`src/rtl/manhattan_pkg.sv`:
```
// Shared definitions for the Manhattan distance streamer and distance core:
// default vector geometry, index widths and the streamer state encoding.
package manhattan_pkg;

    localparam int DATA_W  = 8;
    localparam int VEC_LEN = 16;
    localparam int NUM_TPL = 2;

    function automatic int idx_w(input int n);
        return (n > 1) ? $clog2(n) : 1;
    endfunction

    localparam int TPL_W  = idx_w(NUM_TPL);
    localparam int ADDR_W = idx_w(VEC_LEN);

    typedef enum logic [1:0] {
        IDLE   = 2'd0,
        STREAM = 2'd1,
        GAP    = 2'd2,
        DONE   = 2'd3
    } state_e;

endpackage

```
`src/rtl/manhattan_vec_buf.sv`:
```
// Vector storage: NUM_VEC vectors of VEC_LEN elements, one write port and a
// combinational read port. Contents are deliberately left out of reset.
module manhattan_vec_buf #(
    parameter int DATA_W  = 8,
    parameter int NUM_VEC = 1,
    parameter int VEC_LEN = 16,
    parameter int TPL_W   = 1,
    parameter int ADDR_W  = 4
) (
    input  logic              clk,
    input  logic              wr_en,
    input  logic [TPL_W-1:0]  wr_tpl,
    input  logic [ADDR_W-1:0] wr_addr,
    input  logic [DATA_W-1:0] wr_data,
    input  logic [TPL_W-1:0]  rd_tpl,
    input  logic [ADDR_W-1:0] rd_addr,
    output logic [DATA_W-1:0] rd_data
);
    import manhattan_pkg::*;

    localparam int DEPTH = NUM_VEC * VEC_LEN;
    localparam int IDX_W = idx_w(DEPTH);

    logic [DATA_W-1:0] mem_r [DEPTH];
    logic [IDX_W-1:0]  wr_idx_s;
    logic [IDX_W-1:0]  rd_idx_s;

    assign wr_idx_s = IDX_W'(32'(wr_tpl) * 32'(VEC_LEN) + 32'(wr_addr));
    assign rd_idx_s = IDX_W'(32'(rd_tpl) * 32'(VEC_LEN) + 32'(rd_addr));

    // Storage write; the caller guarantees the index is in range.
    always_ff @(posedge clk) begin
        if (wr_en) begin
            mem_r[wr_idx_s] <= wr_data;
        end
    end

    // Combinational read, registered by the streamer.
    always_comb begin
        rd_data = mem_r[rd_idx_s];
    end

endmodule

```
`src/rtl/manhattan_vector_streamer.sv`:
```
// Source end of the Manhattan distance interface: holds X and the templates,
// and on Start streams (X[i], T_k[i]) pairs with framing and template id.
module manhattan_vector_streamer #(
    parameter int  DATA_W     = manhattan_pkg::DATA_W,
    parameter int  VEC_LEN    = manhattan_pkg::VEC_LEN,
    parameter int  NUM_TPL    = manhattan_pkg::NUM_TPL,
    parameter int  GAP_CYCLES = 1,
    localparam int TPL_W      = manhattan_pkg::idx_w(NUM_TPL),
    localparam int ADDR_W     = manhattan_pkg::idx_w(VEC_LEN)
) (
    input  logic              Clk,
    input  logic              Rst,
    input  logic              WrEn,
    input  logic              WrSel,
    input  logic [TPL_W-1:0]  WrTpl,
    input  logic [ADDR_W-1:0] WrAddr,
    input  logic [DATA_W-1:0] WrData,
    input  logic              Start,
    output logic [DATA_W-1:0] X,
    output logic [DATA_W-1:0] T,
    output logic              Valid,
    input  logic              Ready,
    output logic              First,
    output logic              Last,
    output logic [TPL_W-1:0]  TplId,
    output logic              Busy,
    output logic              Done
);
    import manhattan_pkg::*;

    localparam int GAP_W    = idx_w(GAP_CYCLES);
    localparam int GAP_LAST = (GAP_CYCLES > 0) ? GAP_CYCLES - 1 : 0;

    state_e            state_r;
    logic [ADDR_W-1:0] elem_r;
    logic [ADDR_W-1:0] nxt_elem_s;
    logic [TPL_W-1:0]  tpl_r;
    logic [TPL_W-1:0]  nxt_tpl_s;
    logic [GAP_W-1:0]  gap_cnt_r;
    logic              xfer_s;
    logic              tpl_last_s;
    logic              nxt_first_s;
    logic              nxt_last_s;
    logic              addr_ok_s;
    logic              tpl_ok_s;
    logic              wr_ok_s;
    logic [DATA_W-1:0] x_rd_s;
    logic [DATA_W-1:0] t_rd_s;

    assign xfer_s      = Valid && Ready;
    assign tpl_last_s  = (tpl_r == TPL_W'(NUM_TPL - 1));
    assign nxt_first_s = (nxt_elem_s == '0);
    assign nxt_last_s  = (nxt_elem_s == ADDR_W'(VEC_LEN - 1));
    assign addr_ok_s   = ({1'b0, WrAddr} < (ADDR_W + 1)'(VEC_LEN));
    assign tpl_ok_s    = !WrSel || ({1'b0, WrTpl} < (TPL_W + 1)'(NUM_TPL));
    // Start has priority over a coincident write.
    assign wr_ok_s     = WrEn && !Start && (state_r == IDLE) && addr_ok_s && tpl_ok_s;

    manhattan_vec_buf #(
        .DATA_W (DATA_W), .NUM_VEC(1), .VEC_LEN(VEC_LEN), .TPL_W(1), .ADDR_W(ADDR_W)
    ) u_x_buf (
        .clk    (Clk),
        .wr_en  (wr_ok_s && !WrSel),
        .wr_tpl (1'b0),
        .wr_addr(WrAddr),
        .wr_data(WrData),
        .rd_tpl (1'b0),
        .rd_addr(nxt_elem_s),
        .rd_data(x_rd_s)
    );

    manhattan_vec_buf #(
        .DATA_W (DATA_W), .NUM_VEC(NUM_TPL), .VEC_LEN(VEC_LEN), .TPL_W(TPL_W), .ADDR_W(ADDR_W)
    ) u_t_buf (
        .clk    (Clk),
        .wr_en  (wr_ok_s && WrSel),
        .wr_tpl (WrTpl),
        .wr_addr(WrAddr),
        .wr_data(WrData),
        .rd_tpl (nxt_tpl_s),
        .rd_addr(nxt_elem_s),
        .rd_data(t_rd_s)
    );

    // Index of the beat to present after this edge; also the buffer read address.
    always_comb begin
        nxt_elem_s = elem_r;
        nxt_tpl_s  = tpl_r;
        case (state_r)
            IDLE: begin
                nxt_elem_s = '0;
                nxt_tpl_s  = '0;
            end
            STREAM: begin
                if (xfer_s && !Last) begin
                    nxt_elem_s = elem_r + 1'b1;
                end else if (xfer_s && !tpl_last_s) begin
                    nxt_elem_s = '0;
                    nxt_tpl_s  = tpl_r + 1'b1;
                end else begin
                    nxt_elem_s = elem_r;
                    nxt_tpl_s  = tpl_r;
                end
            end
            default: begin
                nxt_elem_s = elem_r;
                nxt_tpl_s  = tpl_r;
            end
        endcase
    end

    // Streaming FSM with all interface outputs registered.
    always_ff @(posedge Clk) begin
        if (Rst) begin
            state_r   <= IDLE;
            elem_r    <= '0;
            tpl_r     <= '0;
            gap_cnt_r <= '0;
            X         <= '0;
            T         <= '0;
            Valid     <= 1'b0;
            First     <= 1'b0;
            Last      <= 1'b0;
            TplId     <= '0;
            Busy      <= 1'b0;
            Done      <= 1'b0;
        end else begin
            Done <= 1'b0;
            case (state_r)
                IDLE: begin
                    if (Start) begin
                        state_r <= STREAM;
                        elem_r  <= nxt_elem_s;
                        tpl_r   <= nxt_tpl_s;
                        Busy    <= 1'b1;
                        Valid   <= 1'b1;
                        First   <= nxt_first_s;
                        Last    <= nxt_last_s;
                        TplId   <= nxt_tpl_s;
                        X       <= x_rd_s;
                        T       <= t_rd_s;
                    end
                end
                STREAM: begin
                    if (xfer_s) begin
                        elem_r <= nxt_elem_s;
                        tpl_r  <= nxt_tpl_s;
                        if (!Last || (!tpl_last_s && GAP_CYCLES == 0)) begin
                            Valid <= 1'b1;
                            First <= nxt_first_s;
                            Last  <= nxt_last_s;
                            TplId <= nxt_tpl_s;
                            X     <= x_rd_s;
                            T     <= t_rd_s;
                        end else if (!tpl_last_s) begin
                            state_r   <= GAP;
                            gap_cnt_r <= '0;
                            Valid     <= 1'b0;
                            First     <= 1'b0;
                            Last      <= 1'b0;
                        end else begin
                            state_r <= DONE;
                            Valid   <= 1'b0;
                            First   <= 1'b0;
                            Last    <= 1'b0;
                            Busy    <= 1'b0;
                            Done    <= 1'b1;
                        end
                    end
                end
                GAP: begin
                    if (gap_cnt_r == GAP_W'(GAP_LAST)) begin
                        state_r <= STREAM;
                        Valid   <= 1'b1;
                        First   <= nxt_first_s;
                        Last    <= nxt_last_s;
                        TplId   <= nxt_tpl_s;
                        X       <= x_rd_s;
                        T       <= t_rd_s;
                    end else begin
                        gap_cnt_r <= gap_cnt_r + 1'b1;
                    end
                end
                DONE: begin
                    state_r <= IDLE;
                end
                default: begin
                    state_r <= IDLE;
                end
            endcase
        end
    end

endmodule

```
`config.mk`:
```
export PLATFORM = sky130hd
export DESIGN_NAME = manhattan_vector_streamer
export DESIGN_NICKNAME = d
export VERILOG_FILES = /design/src/rtl/manhattan_pkg.sv /design/src/rtl/manhattan_vec_buf.sv /design/src/rtl/manhattan_vector_streamer.sv
export SDC_FILE = /design/constraint.sdc
export NUM_CORES = 1
export LEC_CHECK = 0
export ABC_CLOCK_PERIOD_IN_PS = 2300
export CAP_MARGIN = 20
export CORE_MARGIN = 5
export CORE_UTILIZATION = 55
export CTS_CLUSTER_DIAMETER = 100
export DETAILED_ROUTE_END_ITERATION = 10
export GPL_ROUTABILITY_DRIVEN = 0
export PLACE_DENSITY_LB_ADDON = 0.05
export SLEW_MARGIN = 10
export SYNTH_ARGS = -nofsm -noshare
export SYNTH_HDL_FRONTEND = slang
export SYNTH_SLANG_ARGS = --single-unit
```
`constraint.sdc`:
```
create_clock -name Clk -period 2.3 [get_ports Clk]
set_clock_uncertainty 0.15 [all_clocks]
set_input_delay 0.46 -clock Clk [delete_from_list [all_inputs] [get_ports Clk]]
set_output_delay 0.46 -clock Clk [all_outputs]
set_load 0.01 [all_outputs]
```
# Yosys cells after proc, flatten, opt, wreduce, memory -nomap -nowiden
# Memory sizes are Yosys's and may differ from the RTL's.
# Cells that the tools add are included.
[word_totals]
n_memories = 2
output_inout_bits = 22
elab_cells = 117
ram_bits = 384
ff_bits = 30
in_bits = 19
[mem_list]
columns = ["memory", "depth", "width", "read_ports", "rd_clocked_by_memory_dff", "write_ports", "line_no", "rtl"]
rows = [
  ["u_t_buf.mem_r", 32, 8, 1, 0, 1, "manhattan_vec_buf.sv:24", "logic [DATA_W-1:0] mem_r [DEPTH];"],
  ["u_x_buf.mem_r", 16, 8, 1, 0, 1, "manhattan_vec_buf.sv:24", ""],
]
[classes]
n_eq_ne = 11
bitwise = 3
n_mux = 61
n_reduce_logical = 23
n_addsub = 5
[op_table]
columns = ["cell", "n"]
rows = [
  ["$mux W8", 8],
  ["$pmux W8 S3", 2],
  ["$mux W1", 32],
  ["$mux W4", 4],
  ["$pmux W4 S2", 2],
  ["$ne A2 B2 Y1 const B", 7],
  ["$pmux W1 S3", 4],
  ["$reduce_and A4 Y1", 3],
  ["$add A5 B4 Y5", 2],
  ["$reduce_and A5 Y1", 2],
  ["$mux W2", 4],
  ["$pmux W1 S2", 4],
  ["$pmux W2 S4", 1],
  ["$logic_and A1 B1 Y1", 7],
  ["$add A4 B1 Y4 const B", 1],
  ["$eq A2 B2 Y1 const B", 2],
  ["$eq A4 B4 Y1 const B", 1],
  ["$logic_not A1 Y1", 4],
  ["$logic_not A4 Y1", 1],
  ["$reduce_bool A2 Y1", 2],
  ["$reduce_or A4 Y1", 1],
  ["$not A1 Y1", 3],
  ["$reduce_and A3 Y1", 1],
  ["$reduce_bool A3 Y1", 1],
  ["other kinds (3)", 4],
]

# Depth between registers and ports, before layout
# Gate-level depths: netlist of run 1.
# An unclocked memory read counts as a cell.
[logic_depth]
depth_word = 10
mapped_depth = 12
mapped_depth_nobuf = 9

# By module
# A second synthesis of run 1 with hierarchy kept.
[unflattened]
cells_unflattened = 804
hier_area_um2 = 16280.6
[by_module_without_submodules]
columns = ["module", "cells_each", "seq_area_each_um2", "instances", "area_each_um2"]
rows = [
  ["manhattan_vec_buf at u_t_buf", 409, 7687.4, 1, 9893.2],
  ["manhattan_vec_buf at u_x_buf", 221, 3843.7, 1, 4987.3],
  ["manhattan_vector_streamer", 174, 580.6, 1, 1400.1],
]

# Worst setup path after synthesis of run 1
# OpenSTA, ideal clock, no wires.
[synth_timing]
path_kind = "register to register"
from = "register state_r[1]"
to = "memory u_x_buf.mem_r[2][0] (enable)"
slack_ns = 0.000
arrival_time_ns = 1.767
path_stages_with_launch = 7
required_ns = 1.767
period_less_slack_ns = 2.300
setup_ns = 0.383
n_path_buf = 1
cell_sequence = "dfxtp_1 clkbuf_1 nor2_1 and3_1 nor2b_1 nand3b_1 nor3_1"
[synth_via]
elab_chain_cells = 5
[synth_lines]
columns = ["item", "line_no", "rtl"]
rows = [
  ["from (decl)", "manhattan_vector_streamer.sv:34", "state_e state_r;"],
  ["from (signal assigned)", "manhattan_vector_streamer.sv:115", "state_r <= IDLE;"],
  ["from (signal assigned)", "manhattan_vector_streamer.sv:132", "state_r <= STREAM;"],
  ["from (signal assigned)", "manhattan_vector_streamer.sv:156", "state_r <= GAP;"],
  ["$logic_not A2 Y1", "manhattan_vector_streamer.sv:57", "assign wr_ok_s = WrEn && !Start && (state_r == IDLE) && addr_ok_s && tpl_ok_s;"],
  ["$logic_and A1 B1 Y1", "manhattan_vector_streamer.sv:57", ""],
  ["$logic_and A1 B1 Y1", "manhattan_vector_streamer.sv:63", ".wr_en (wr_ok_s && !WrSel),"],
  ["$mux W1", "manhattan_vec_buf.sv:33", "if (wr_en) begin"],
  ["$mux W1 (not written as such)", "manhattan_vec_buf.sv:34", "mem_r[wr_idx_s] <= wr_data;"],
  ["to (decl)", "manhattan_vec_buf.sv:24", ""],
]
# No other way between the ends.

# Final worst setup path of run 1
[layout_timing]
from = "register state_r[1]"
to = "register T[4]"
[layout_via]
elab_chain_cells = 7
word_cells_on_any_way = 18
cone_classes = "1 x add/sub; 6 x eq/ne; 7 x mux; 3 x reduce/logical; 1 x memory"
[layout_lines]
columns = ["item", "line_no", "rtl"]
rows = [
  ["$eq A2 B1 Y1 / $logic_not A2 Y1 (equally long branches)", "manhattan_vector_streamer.sv:89, manhattan_vector_streamer.sv:129", ""],
  ["$pmux W4 S2 / $pmux W1 S2 (equally long branches)", "manhattan_vector_streamer.sv:89", "case (state_r)"],
  ["$add A5 B4 Y5", "manhattan_vec_buf.sv:29", "assign rd_idx_s = IDX_W'(32'(rd_tpl) * 32'(VEC_LEN) + 32'(rd_addr));"],
  ["$mem_v2 Z32 W8", "n/a", ""],
  ["$mux W8", "manhattan_vector_streamer.sv:148", "if (!Last || (!tpl_last_s && GAP_CYCLES == 0)) begin"],
  ["$mux W8", "manhattan_vector_streamer.sv:145", "if (xfer_s) begin"],
  ["$pmux W8 S3", "manhattan_vector_streamer.sv:129", "case (state_r)"],
  ["to (signal assigned)", "manhattan_vector_streamer.sv:141", "T <= t_rd_s;"],
  ["to (signal assigned)", "manhattan_vector_streamer.sv:154", "T <= t_rd_s;"],
  ["to (signal assigned)", "manhattan_vector_streamer.sv:179", "T <= t_rd_s;"],
  ["to (decl)", "manhattan_vector_streamer.sv:20", "output logic [DATA_W-1:0] T,"],
]
# Parallel ways exist; a longest one is shown, timed or not. The select of a mux whose other input is x is not followed.
# A chain may end at the register's enable or synchronous reset.

==> results of run 1 <==
-- kinds of logic after synthesis --
kind of cell    Yosys count
flops                   413
fa+ha+maj                 1
mux                      58
compound gates          215
buf+inv                  69
simple gates            454
-- routing by layer --
metal	part of all wire	GRT usage
met5	0.00027	0
met4	0.022	0.0663
met3	0.092	0.0594
met2	0.47	0.432
met1	0.41	0.403
-- power breakdown --
part           switching [mW]  leakage (nW)  internal [mW]
sequential             0.0297          3.69           8.24
clock                    2.75         0.679           4.11
combinational           0.545          3.83          0.431
-- state kept, by name (all words and copies together), names as in the netlist --
signal,count
Valid,1
Last,1
Done,1
Busy,1
First,1
T,8
state_r,2
u_x_buf.mem_r,128
tpl_last_s,1
u_t_buf.mem_r,256
elem_r,4
X,8
TplId,1
-- timing repair --
action / in CTS / in global routing
endpoints found under the setup margin: 96 / 184
gates cloned: 7 / 2
buffers inserted: 24 / 37
pin swaps: 46 / 46
resized for setup: 130 / 120
-- how the worst min path moves through the flow --
stage	startpoint	endpoint	slack (ns)	cells after the start
detailed placement	T[1]	T[1]	0.33	2
global placement	First	First	0.32	2
finish	WrData[7]	u_t_buf.mem_r[22][7]	0.25	1
floorplan	elem_r[3]	elem_r[3]	0.33	1
CTS	WrData[7]	u_t_buf.mem_r[22][7]	0.25	1
global route	WrData[7]	u_t_buf.mem_r[23][7]	0.25	1
-- layout make-up --
cell class | instances | area, sq um
tap | 390 | 488
timing repair buffer | 333 | 3340
clock buffer | 58 | 1200
antenna | 1 | 2.50
clock inverter | 20 | 198
inverter | 1 | 3.75
multi-input combinational | 729 | 5000
sequential | 413 | 12100
fill | 1831 | 7360
-- through the flow --
| step | worst slack, ns | cell area (sq um) | hold slack, ns | instances | TNS [ns] |
|---|---|---|---|---|---|
| 2_1_floorplan | 0.000777 | 16600 | 0.327 | 1210 | 0 |
| 3_3_place_gp | -0.984 | 19200 | 0.321 | 1803 | -132.18 |
| 3_5_place_dp | -1.08 | 19200 | 0.334 | 1803 | -135.31 |
| 4_1_cts | -0.258 | 21500 | 0.247 | 1912 | -2.57 |
| 5_1_grt | -0.342 | 22400 | 0.252 | 1944 | -5.52 |
| 6_report | -0.284 | 22400 | 0.252 | 1945 | -3.28 |
-- cell usage after synthesis, types with 13 or more instances --
cell type	n	area, sq um
a211oi_1	18	135
clkbuf_1	15	56.3
edfxtp_1	384	11500
nand3_1	60	300
nor2_1	79	297
a21oi_1	86	430
mux2i_1	58	581
a31oi_1	15	93.8
dfxtp_1	29	581
buf_4	13	97.6
nand2_1	235	882
a21o_1	20	150
nor3_1	18	90.1
a221oi_1	15	131
buf_2	26	130
nand4_1	15	93.8
==> metrics.md, run 1 <==
| Metric | Value |
|---|---|
| Status | finished with violations |
| Failing checks | negative setup slack |
| Worst-margin pin slew | 0.645 ns |
| Warnings, synthesis | 0 |
| Crit Path Max Fanout | 6 |
| Reg2Reg Launch Point | state_r[1] |
| Post-synthesis mux area share | 0.0349 |
| Largest net degree at the start of global routing | approximately 50 |
| DRC violations left | 0 |
| Die ar. | 0.0338 sq mm |
| Commonest non-fill, non-tap cells in the layout | edfxtp_1 (384), nand2_1 (227), buf_4 (201) |
| Iteration count of the initial detailed-routing pass | 6 |
| Crit. Startpoint | state_r[1] |
| CP max stage delay | 0.37 ns |
| Seq/Total Area, Yosys | 0.729 |
| Fraction of the mapped netlist area in simple logic gates | 0.122 |
| Num CTS Buffers | 42 |
| FF+latch count, synth | 413 |
| P&R area growth vs syn | 34.5% |
| Max VDD drop | between 0.5 and 0.6 mV |
| Number of global-route vias before repair | 11,400 |
| Worst EP required | 2.57 ns |
| Synth Cell Area | 0.0166 sq mm |
| Commonest non-fill, non-tap cell in the layout | edfxtp_1 |
| Syn_nets | 1,230 |
| Critical-path cell list | buf_6, buf_12, nand2b_4, o22ai_4, buf_12, buf_4, mux2i_1, a221oi_2, buf_4, o41ai_4, buf_4, nand4_1 |
| Initial Util | 0.559 |
| Grt total ovfl | 0 |
| Die height | ~180 microns |
| Routed Antenna Nets | 0 |
| Compound-Gate Fraction of Synth Area | 0.0890 |
| CTS root buf | clkbuf_16 |
| Final nets | 1,540 |
| # rows | 63 |
| Core Footprint | 0.0297 sq mm |
| 1st-iter DRT viols | 1,174 |
| Reg2reg end | T[4] |
| Yosys cell types | 59 |
| Fraction of registers with async set/reset | 0 |
| Max-slew headroom | 0.570 |
| Setup-failing EPs final | 17 |
| Critical path depth | 12 |
| RSZ-0062 raised after global routing | yes |
| Tot GR Track Use | 0.276 |
| Crit share post-route | 1.12 |
| Leakage | 8.20 nW |
| Pwr Total | 16.1 mW |
| Post-CTS Hold Fix Bufs | 0 |
| Number of vias per cell | around 6.0 |
| Die width | 184 microns |
| Antenna violations before repair | 1 |
| Syn Inst Count | around 1,200 |
| Synth Area in Adders | 0.000753 |
| I/O Buffers | 40 |
| First-pass GRT wire length | 69,300 microns |
| Routed vias | 11,700 |
| Xor/xnor cell area share of the yosys netlist | 0 |
| CTS tree | built |
| Pwr per Cell Area | 720 mW/mm^2 |
| Final hold vios | 0 |
| Main combinational cell family by area after synthesis | simple AND/OR/NAND/NOR gates |
| Worst EP arrival | 2.85 ns |
| Final min period | 2.58 ns |
| Slew Viols, Final | 0 |
| Reg2reg setup slack | -0.28 ns |
| Cell family with most CP delay | buffers and inverters |
| Layout cells sized above 1 | 0.337 |
| Worst Slack Setup Final | -0.284 ns |
| Maxcap violations | 0 |
| Clk buf depth | 3 |
| CP bufs+invs | 6 |
| Final Util | 0.752 |
| Min-Delay Path Class | in -> reg |
| DP Wirelength | roughly 30,000 microns |
| H-tree depth | 2 |
| Clock transition at path regs | around 0.060 ns |
| Max stage delay cell, worst path | o41ai_4 |
| Final WL | 47,800 microns |
| Peak Freq | 0.387 GHz |
| Critical Path Start Type | flip-flop |
| Most used cell, CP | buf_4 |
| CP endpoint kind | flip-flop |
| Io pins | 41 |
| Post-synth EDFFs | 384 |
| Drt wl/cell | 24.6 microns |
| Sinks on the clock net | about 410 |
| Clk_lat worst skew | 0.53 ns |
| CP endpoint | T[4] |
| Mapped Avg Cell Area | 13.7 sq um |
| Critical path class | reg -> reg |
| Synth Flop Type | edfxtp_1 |
| Worst-case reg-to-reg path depth | 12 |
Power figures use the tool's default switching activity.
==> inputs of run 2 (changes only) <==
--- a/config.mk
+++ b/config.mk
@@ -5,10 +5,11 @@
 export SDC_FILE = /design/constraint.sdc
 export NUM_CORES = 1
 export LEC_CHECK = 0
+export ABC_AREA = 1
 export ABC_CLOCK_PERIOD_IN_PS = 2300
 export CAP_MARGIN = 20
 export CORE_MARGIN = 5
-export CORE_UTILIZATION = 55
+export CORE_UTILIZATION = 56
 export CTS_CLUSTER_DIAMETER = 100
 export DETAILED_ROUTE_END_ITERATION = 10
 export GPL_ROUTABILITY_DRIVEN = 0
==> constraint.sdc (replaced) <==
create_clock -name Clk -period 2.3 [get_ports Clk]
set_clock_uncertainty 0.15 [all_clocks]
set_input_delay 0.46 -clock Clk [delete_from_list [all_inputs] [get_ports Clk]]
set_output_delay 0.46 -clock Clk [all_outputs]
set_load 0.02 [all_outputs]
==> run 2 against run 1 <==
The run still ends with negative setup slack left. Maximum frequency rose by 6.1%. Non-clock buffer count down 56. First-iteration DRC count grew 11%. Flip-flop and latch count stayed put. Worst hold slack got worse by 0.021 ns. Setup slack gained 0.15 ns. Design area grew 4.3%. Via count rose by 14%. Die area rose by 5.2%. Critical path type unchanged.
==> metrics.md, run 2 <==
| Metric | Value |
|---|---|
| Clock transition at path regs | 0.06 ns (about the same) |
| Final WL | 50,900 microns (+6.6%) |
| Clk pwr share | 0.395 (-0.031) |
| Peak Freq | 0.411 GHz (+6.1%) |
| Reg2Reg Launch Point | Last |
| Commonest non-fill, non-tap cell in the layout | edfxtp_1 |
| Grt total ovfl | 0 (unchanged) |
| Clk_lat worst skew | 0.55 ns (+0.02 ns) |
| Biggest register | u_t_buf.mem_r |
| Mapped Avg Cell Area | 10.8 sq um (-22%) |
| Die height | 189 microns (+2.6%) |
| Final nets | 1,912 (+24%) |
| CTS root buf | clkbuf_16 |
| Synth Cell Area | 0.0178 sq mm (+7.4%) |
| Max stage delay cell, worst path | dfxtp_4 |
| Yosys cell types | 32 (-46%) |
| Synth Flop Type | edfxtp_1 |
| Reg2reg end | T[7] |
| Max-slew headroom | 0.578 (+0.00787) |
| Post-synth EDFFs | 384 (unchanged) |
| Critical path class | reg -> reg |
| Drt wl/cell | 21.9 microns (-11%) |
| WHS Endpoint | u_t_buf.mem_r[10][2] |
| Iteration count of the initial detailed-routing pass | 5 (-1) |
| Top-area cell type share of the netlist area | 0.646 (-0.0477) |
| DRC violations left | 0 (unchanged) |
| Switching power | 4.46 mW (+34%) |
| First-pass GRT wire length | 74,900 microns (+8.1%) |
| Part of the power in registers | 0.459 (-0.055) |
| CP bufs+invs | 6 (unchanged) |
| Sinks on the clock net | 413 (unchanged) |
| Commonest non-fill, non-tap cells in the layout | edfxtp_1 (384), nand2_1 (257), inv_1 (200) |
| RSZ-0062 raised after global routing | yes |
| Area leader, netlist | edfxtp_1 |
| Critical Path Start Type | flip-flop |
| Largest regs | u_t_buf.mem_r: 256 flops, u_x_buf.mem_r: 128 flops |
| Syn Inst Count | 1,659 (+37%) |
| Pwr per Cell Area | 781 mW/mm^2 (+8.4%) |
| Combinational power share | 0.145 (+0.084) |
| P&R area growth vs syn | 30.6% |
| Io pins | 41 (unchanged) |
| # rows | 65 (+3.2%) |
| Worst EP arrival | 2.72 ns (-0.13 ns) |
| Clk buf depth | 3 (unchanged) |
| Synth area leaders | edfxtp_1 (65%), nand3_1 (6.7%), nand2_1 (6.7%) |
| I/O Buffers | 40 (unchanged) |
| Min-Delay Path Class | in -> reg |
| ANT cells | 0 (-1) |
| Number of vias per cell | 5.74 (-4.7%) |
| Antenna violations before repair | 0 (-1) |
| Syn_nets | 1,679 (+37%) |
| Largest net degree at the start of global routing | 49 (unchanged) |
| Initial Util | 0.567 (+0.00778) |
| Most used cell, CP | nand2_1 |
| Fraction of registers with async set/reset | 0 (unchanged) |
| Worst-case reg-to-reg path depth | 18 (+6) |
| Worst-margin pin slew | 0.634 ns (-0.0118 ns) |
| Count leader, synth | edfxtp_1 |
| Status | finished with violations |
| Warnings, synthesis | 0 (unchanged) |
| Layout cells sized above 1 | 0.272 (-0.0650) |
| Max reg flops | 256 (unchanged) |
| Cell family with most CP delay | simple AND/OR/NAND/NOR gates |
| Maxcap violations | 0 (unchanged) |
| Die width | 189 microns (+2.6%) |
| DP Wirelength | 30,400 microns (+2.9%) |
| CP endpoint kind | flip-flop |
| Reg2reg setup slack | -0.13 ns (+0.15 ns) |
| Setup-failing EPs final | 14 (-3) |
| Switch share | 0.245 (+0.0386) |
| Final min period | 2.43 ns (-0.150 ns) |
| Area after DPL | 0.0200 sq mm (+4.6%) |
| Int Power | 13.7 mW (+7.5%) |
| Worst EP required | 2.59 ns (+0.02 ns) |
| Hold Crit Start | WrData[2] |
| H-tree depth | 2 (unchanged) |
| Routed Antenna Nets | 0 (unchanged) |
| Failing checks | negative setup slack |
| Slew Viols, Final | 0 (unchanged) |
| Critical-path cell list | inv_4, buf_6, nor2_4, nand2_2, nand2_2, o21ai_4, buf_12, buf_12, buf_16, nand2_1, nand3_1, nand2_1, nand2_1, nand2_2, o21ai_2, nand3_1, nand2_1, inv_1 |
| Min Hold Slack | 0.231 ns (-0.0211 ns) |
| Hold Path Cell Cnt | 1 (unchanged) |
| Core Footprint | 0.0315 sq mm (+5.9%) |
| Number of global-route vias before repair | 12,700 (+12%) |
| Routed vias | 13,400 (+14%) |
| List of most frequent post-synthesis cells | edfxtp_1 (384), nand2_1 (317), nand3_1 (240), inv_1 (202), nor2_1 (146) |
| CTS tree | built |
| Final hold vios | 0 (unchanged) |
| Max VDD drop | 0.740 mV (+30%) |
| Seq/Total Area, Yosys | 0.679 (-0.0501) |
| Crit share post-route | 1.06 (-0.0650) |
| Num CTS Buffers | 43 (+2.4%) |
| Crit Path Max Fanout | 8 (+2) |
| 1st-iter DRT viols | 1,309 (+11%) |
| Design Area, Final | 0.0233 sq mm (+4.3%) |
| Worst Slack Setup Final | -0.134 ns (+0.150 ns) |
| FF+latch count, synth | 413 (unchanged) |
| Tot GR Track Use | 0.273 (-0.00277) |
| CP max stage delay | 0.37 ns (about the same) |
| Leakage | 9.31 nW (+14%) |
| Die ar. | 0.0355 sq mm (+5.2%) |
## run 2: cell count changes after synthesis, moves of 17 or more
cell	previous run	this run
inv_1	1	202
nor3_1	18	1
nor2_1	79	146
mux2i_1	58	0
nand3b_1	2	88
a211oi_1	18	0
nand2_1	235	317
a21o_1	20	0
o22ai_1	1	32
o21ai_0	9	49
nand3_1	60	240
a21oi_1	86	10
o21ai_1	1	41
## run 2: through the flow
| step | setup slack [ns] | total power, mW | instances | util | setup TNS (ns) |
|---|---|---|---|---|---|
| after floorplan | 0.133 | 9.52 | 1659 | - | 0 |
| after global placement | -0.757 | 10.5 | 2194 | 0.637 | -157.85 |
| after detailed placement | -0.779 | 10.5 | 2194 | 0.637 | -159.63 |
| after CTS | -0.0745 | 17.9 | 2298 | 0.708 | -0.444 |
| after global routing | -0.222 | 18.8 | 2328 | 0.741 | -2.49 |
| final | -0.134 | 18.2 | 2328 | 0.741 | -0.909 |
## run 2: routing by layer
layer | GRT usage | up-vias | part of all wire
li1 | - | 6129 | -
met1 | 0.400 | 6535 | 0.42
met2 | 0.427 | 588 | 0.47
met3 | 0.0478 | 105 | 0.080
met4 | 0.0799 | 0 | 0.028
met5 | 0 | - | 0
## run 2: what timing repair did
| item | CTS | global route |
|---|---|---|
| buffers inserted | 18 | 21 |
| hold buffers | 0 | 0 |
| gates resized for setup | 103 | 182 |
| gates cloned | 8 | 11 |
| pin swaps | 32 | 69 |
| endpoints found under the setup margin | 285 | 296 |
## run 2: worst max-delay path by stage
| stage | startpoint | cells after the start | slack [ns] | end |
|---|---|---|---|---|
| 6_report | Last | 18 | -0.13 | T[7] |
| 3_5_place_dp | Ready | 18 | -0.78 | T[1] |
| 3_3_place_gp | Ready | 18 | -0.76 | T[1] |
| 5_1_grt | tpl_last_s | 18 | -0.22 | T[7] |
| 2_1_floorplan | state_r[1] | 8 | 0.13 | u_t_buf.mem_r[0][0] |
| 4_1_cts | state_r[0] | 18 | -0.07 | T[5] |
## run 2: final cells by class
type / instances / area (sq um)
sequential: 413 / 12100
fill: 2144 / 8160
multi-input combinational: 945 / 5230
timing repair buffer: 277 / 3160
clock buffer: 53 / 1190
inverter: 212 / 817
tap: 402 / 503
clock inverter: 26 / 285
## run 2: power by group through the flow
stage / Clock (mW) / Sequential [mW] / Combinational, mW
detailed placement: 0 / 8.51 / 2.02
floorplan: 0 / 8.56 / 0.961
finish: 7.20 / 8.36 / 2.64
global route: 7.59 / 8.37 / 2.81
global placement: 0 / 8.51 / 2.00
CTS: 7.26 / 8.36 / 2.31
## run 2: logic make-up after synthesis
group | count (synthesis) | synth area share
buffers and inverters | 301 | 0.0704
AO/OA/AOI/OAI | 135 | 0.0406
AND/OR/NAND/NOR | 808 | 0.209
XOR/XNOR | 1 | 0.000491
adder cells (fa/ha/maj) | 1 | 0.000701
flip-flops | 413 | 0.679
==> inputs of run 3 (changes only) <==
--- a/config.mk
+++ b/config.mk
@@ -6,7 +6,7 @@
 export NUM_CORES = 1
 export LEC_CHECK = 0
 export ABC_AREA = 1
-export ABC_CLOCK_PERIOD_IN_PS = 2300
+export ABC_CLOCK_PERIOD_IN_PS = 2220
 export CAP_MARGIN = 20
 export CORE_MARGIN = 5
 export CORE_UTILIZATION = 56
@@ -17,4 +17,5 @@
 export SLEW_MARGIN = 10
 export SYNTH_ARGS = -nofsm -noshare
 export SYNTH_HDL_FRONTEND = slang
+export SYNTH_HIERARCHICAL = 1
 export SYNTH_SLANG_ARGS = --single-unit
==> constraint.sdc (replaced) <==
create_clock -name Clk -period 2.22 [get_ports Clk]
set_clock_uncertainty 0.15 [all_clocks]
set_input_delay 0.444 -clock Clk [delete_from_list [all_inputs] [get_ports Clk]]
set_output_delay 0.444 -clock Clk [all_outputs]
set_load 0.02 [all_outputs]
==> run 3 against run 2 <==
Power is 0.22% lower. Critical path type unchanged. Largest cell class unchanged. Die area shrank 1.5%. Global-route usage down 1.2 points. Synthesized cell count decreased by 0.84%. Count of clock-buffer cells in the layout up 4. Highest routed layer is now met5. Clock power is 5.7% lower. Setup slack worse by 0.023 ns. The run still ends with negative setup slack left. Non-clock buffer count decreased by 40.
==> metrics.md, run 3 <==
| Metric | Value |
|---|---|
| Io pins | 41 (unchanged) |
| Warnings, synthesis | 6 (+6) |
| Die width | 187 microns (-0.77%) |
| Max reg flops | 256 (unchanged) |
| Pwr per Cell Area | 797 mW/mm^2 (+2.1%) |
| Tot GR Track Use | 0.261 (-0.0124) |
| Commonest non-fill, non-tap cell in the layout | nand2_1 |
| Die height | 187 microns (-0.77%) |
| Core Footprint | 0.0307 sq mm (-2.3%) |
| Worst EP arrival | 2.68 ns (-0.04 ns) |
| DP Wirelength | 27,700 microns (-9.0%) |
| Failing checks | negative setup slack |
| Maxcap violations | 0 (unchanged) |
| DRC violations left | 0 (unchanged) |
| Clk buf depth | 3 (unchanged) |
| Number of global-route vias before repair | 12,300 (-2.9%) |
| Sinks on the clock net | 413 (unchanged) |
| Largest regs | u_t_buf/mem_r: 256 flops, u_x_buf/mem_r: 128 flops |
| CP endpoint kind | flip-flop |
| Min Hold Slack | 0.234 ns (+0.00359 ns) |
| Setup TNS | -1.09 ns (-0.178 ns) |
| Commonest non-fill, non-tap cells in the layout | nand2_1 (558), edfxtp_1 (384), nand3_1 (190) |
| Crit share post-route | 1.07 (+0.0125) |
| Critical path class | reg -> reg |
| Largest net degree at the start of global routing | 49 (unchanged) |
| Final WL | 49,300 microns (-3.1%) |
| Drt wl/cell | 21.7 microns (-0.73%) |
| Grt total ovfl | 0 (unchanged) |
| Final nets | 1,865 (-2.5%) |
| Syn Inst Count | 1,645 (-0.84%) |
| Worst EP required | 2.52 ns (-0.07 ns) |
| ANT cells | 0 (unchanged) |
| Reg2reg setup slack | -0.16 ns (-0.02 ns) |
| CTS root buf | clkbuf_16 |
| Number of vias per cell | 5.77 (+0.61%) |
| Num CTS Buffers | 43 (unchanged) |
| 1st-iter DRT viols | 1,463 (+12%) |
| Final min period | 2.38 ns (-0.0568 ns) |
| Clock transition at path regs | 0.06 ns (about the same) |
| Layout cells sized above 1 | 0.253 (-0.0189) |
| # rows | 64 (-1.5%) |
| Max VDD drop | 0.735 mV (-0.67%) |
| Syn_nets | 1,665 (-0.83%) |
| Iteration count of the initial detailed-routing pass | 6 (+1) |
| Worst-margin pin slew | 1.07 ns (+0.441 ns) |
| Crit Path Max Fanout | 7 (-1) |
| Critical Path Start Type | flip-flop |
| WHS Endpoint | u_t_buf/mem_r[8][5] |
| Min-Delay Path Class | in -> reg |
| Routed vias | 13,100 (-1.8%) |
| I/O Buffers | 40 (unchanged) |
| Pwr Total | 18.2 mW (-0.22%) |
| Worst Slack Setup Final | -0.158 ns (-0.0232 ns) |
| Initial Util | 0.571 (+0.00392) |
| Biggest register | u_t_buf/mem_r |
| Final hold vios | 0 (unchanged) |
| H-tree depth | 2 (unchanged) |
| Worst-case reg-to-reg path depth | 17 (-1) |
| First-pass GRT wire length | 71,100 microns (-5.2%) |
| Post-CTS Hold Fix Bufs | 0 (unchanged) |
| Hold Crit Start | WrData[5] |
| Hold Path Cell Cnt | 1 (unchanged) |
| Reg2Reg Launch Point | elem_r[0] |
| Die ar. | 0.0350 sq mm (-1.5%) |
| Status | finished with violations |
| P&R area growth vs syn | 29.8% |
| Final Util | 0.741 (about the same) |
| Leakage | 9.01 nW (-3.2%) |
| Clk_lat worst skew | 0.54 ns (about the same) |
| Max-slew headroom | 0.284 (-0.294) |
| Placement Setup Slack | -0.742 ns (+0.0375 ns) |
| Mapped Avg Cell Area | 10.7 sq um (-0.79%) |
| Routed Antenna Nets | 0 (unchanged) |
| Reg2reg end | T[7] |
| RSZ-0062 raised after global routing | yes |
| Setup-failing EPs final | 15 (+1) |
| Synth Cell Area | 0.0176 sq mm (-1.6%) |
| Antenna violations before repair | 1 (+1) |
| CTS tree | built |
| Slew Viols, Final | 0 (unchanged) |
| Peak Freq | 0.421 GHz (+2.4%) |
## run 3: changes by cell type in the layout (fill, tap and decap cells not counted), sizes merged, moves of 17 or more
cell    before  now
buf        234  188
a21oi       10   27
o22ai       32    0
nand3      241  309
inv        209  122
nand2      322  603
nand3b      88    2
o21ai       92   10
nor2       152   66
## run 3: worst max-delay path, stage by stage, from the launching register on
cell and delay, ns:
dfxtp_4 0.36, ha_4 0.27, nor2_4 0.03, nor2_2 0.08, nand2_2 0.10, nand2_8 0.16
clkinv_8 0.10, buf_12 0.16, buf_12 0.14, nand3_2 0.06, nand3_2 0.09, nand2_4 0.10
nand2_2 0.05, nand2_1 0.07, nand2_1 0.05, nand2_1 0.08, nand2_1 0.08, a21oi_1 0.15
## run 3: routing by layer
| layer | global-route usage | vias to the layer above | share of wire |
|---|---|---|---|
| met5 | 0 | - | 0.00026 |
| met2 | 0.413 | 678 | 0.47 |
| met3 | 0.0468 | 131 | 0.087 |
| li1 | - | 5950 | - |
| met4 | 0.0808 | 2 | 0.034 |
| met1 | 0.373 | 6354 | 0.41 |
## run 3: how the worst max path moves through the flow
stage | cells past startpoint | slack (ns) | start | end
after floorplan | 6 | -0.006 | state_r[1] | u_t_buf/mem_r[11][0]
after global placement | 19 | -0.71 | Ready | T[6]
after detailed placement | 19 | -0.74 | Ready | T[6]
after CTS | 19 | -0.07 | elem_r[0] | T[6]
after global routing | 17 | -0.23 | elem_r[0] | T[7]
final | 17 | -0.16 | elem_r[0] | T[7]
## run 3: timing repair
item,CTS,global route
setup endpoints to repair,107,393
resized for setup,111,196
pin swaps,20,72
gates cloned,12,17
buffers inserted,8,12
## run 3: layout make-up
| class | count | area [sq um] |
|---|---|---|
| fill | 2047 | 7960 |
| clock inverter | 19 | 136 |
| inverter | 127 | 544 |
| timing repair buffer | 237 | 2950 |
| sequential | 413 | 12100 |
| multi-input combinational | 1023 | 5350 |
| tap | 396 | 495 |
| clock buffer | 57 | 1180 |
## run 3: report_power, final
part	total, mW	internal (mW)	switching [mW]
Sequential	8.64	8.58	0.0583
Clock	6.79	3.95	2.84
Combinational	2.73	1.12	1.61
Total	18.2	13.7	4.51
## run 3: metrics by stage
stage               area, sq um  instances
detailed placement        19200       2147
global placement          19200       2147
CTS                       21400       2243
global route              22800       2272
finish                    22800       2272
floorplan                 17600       1645
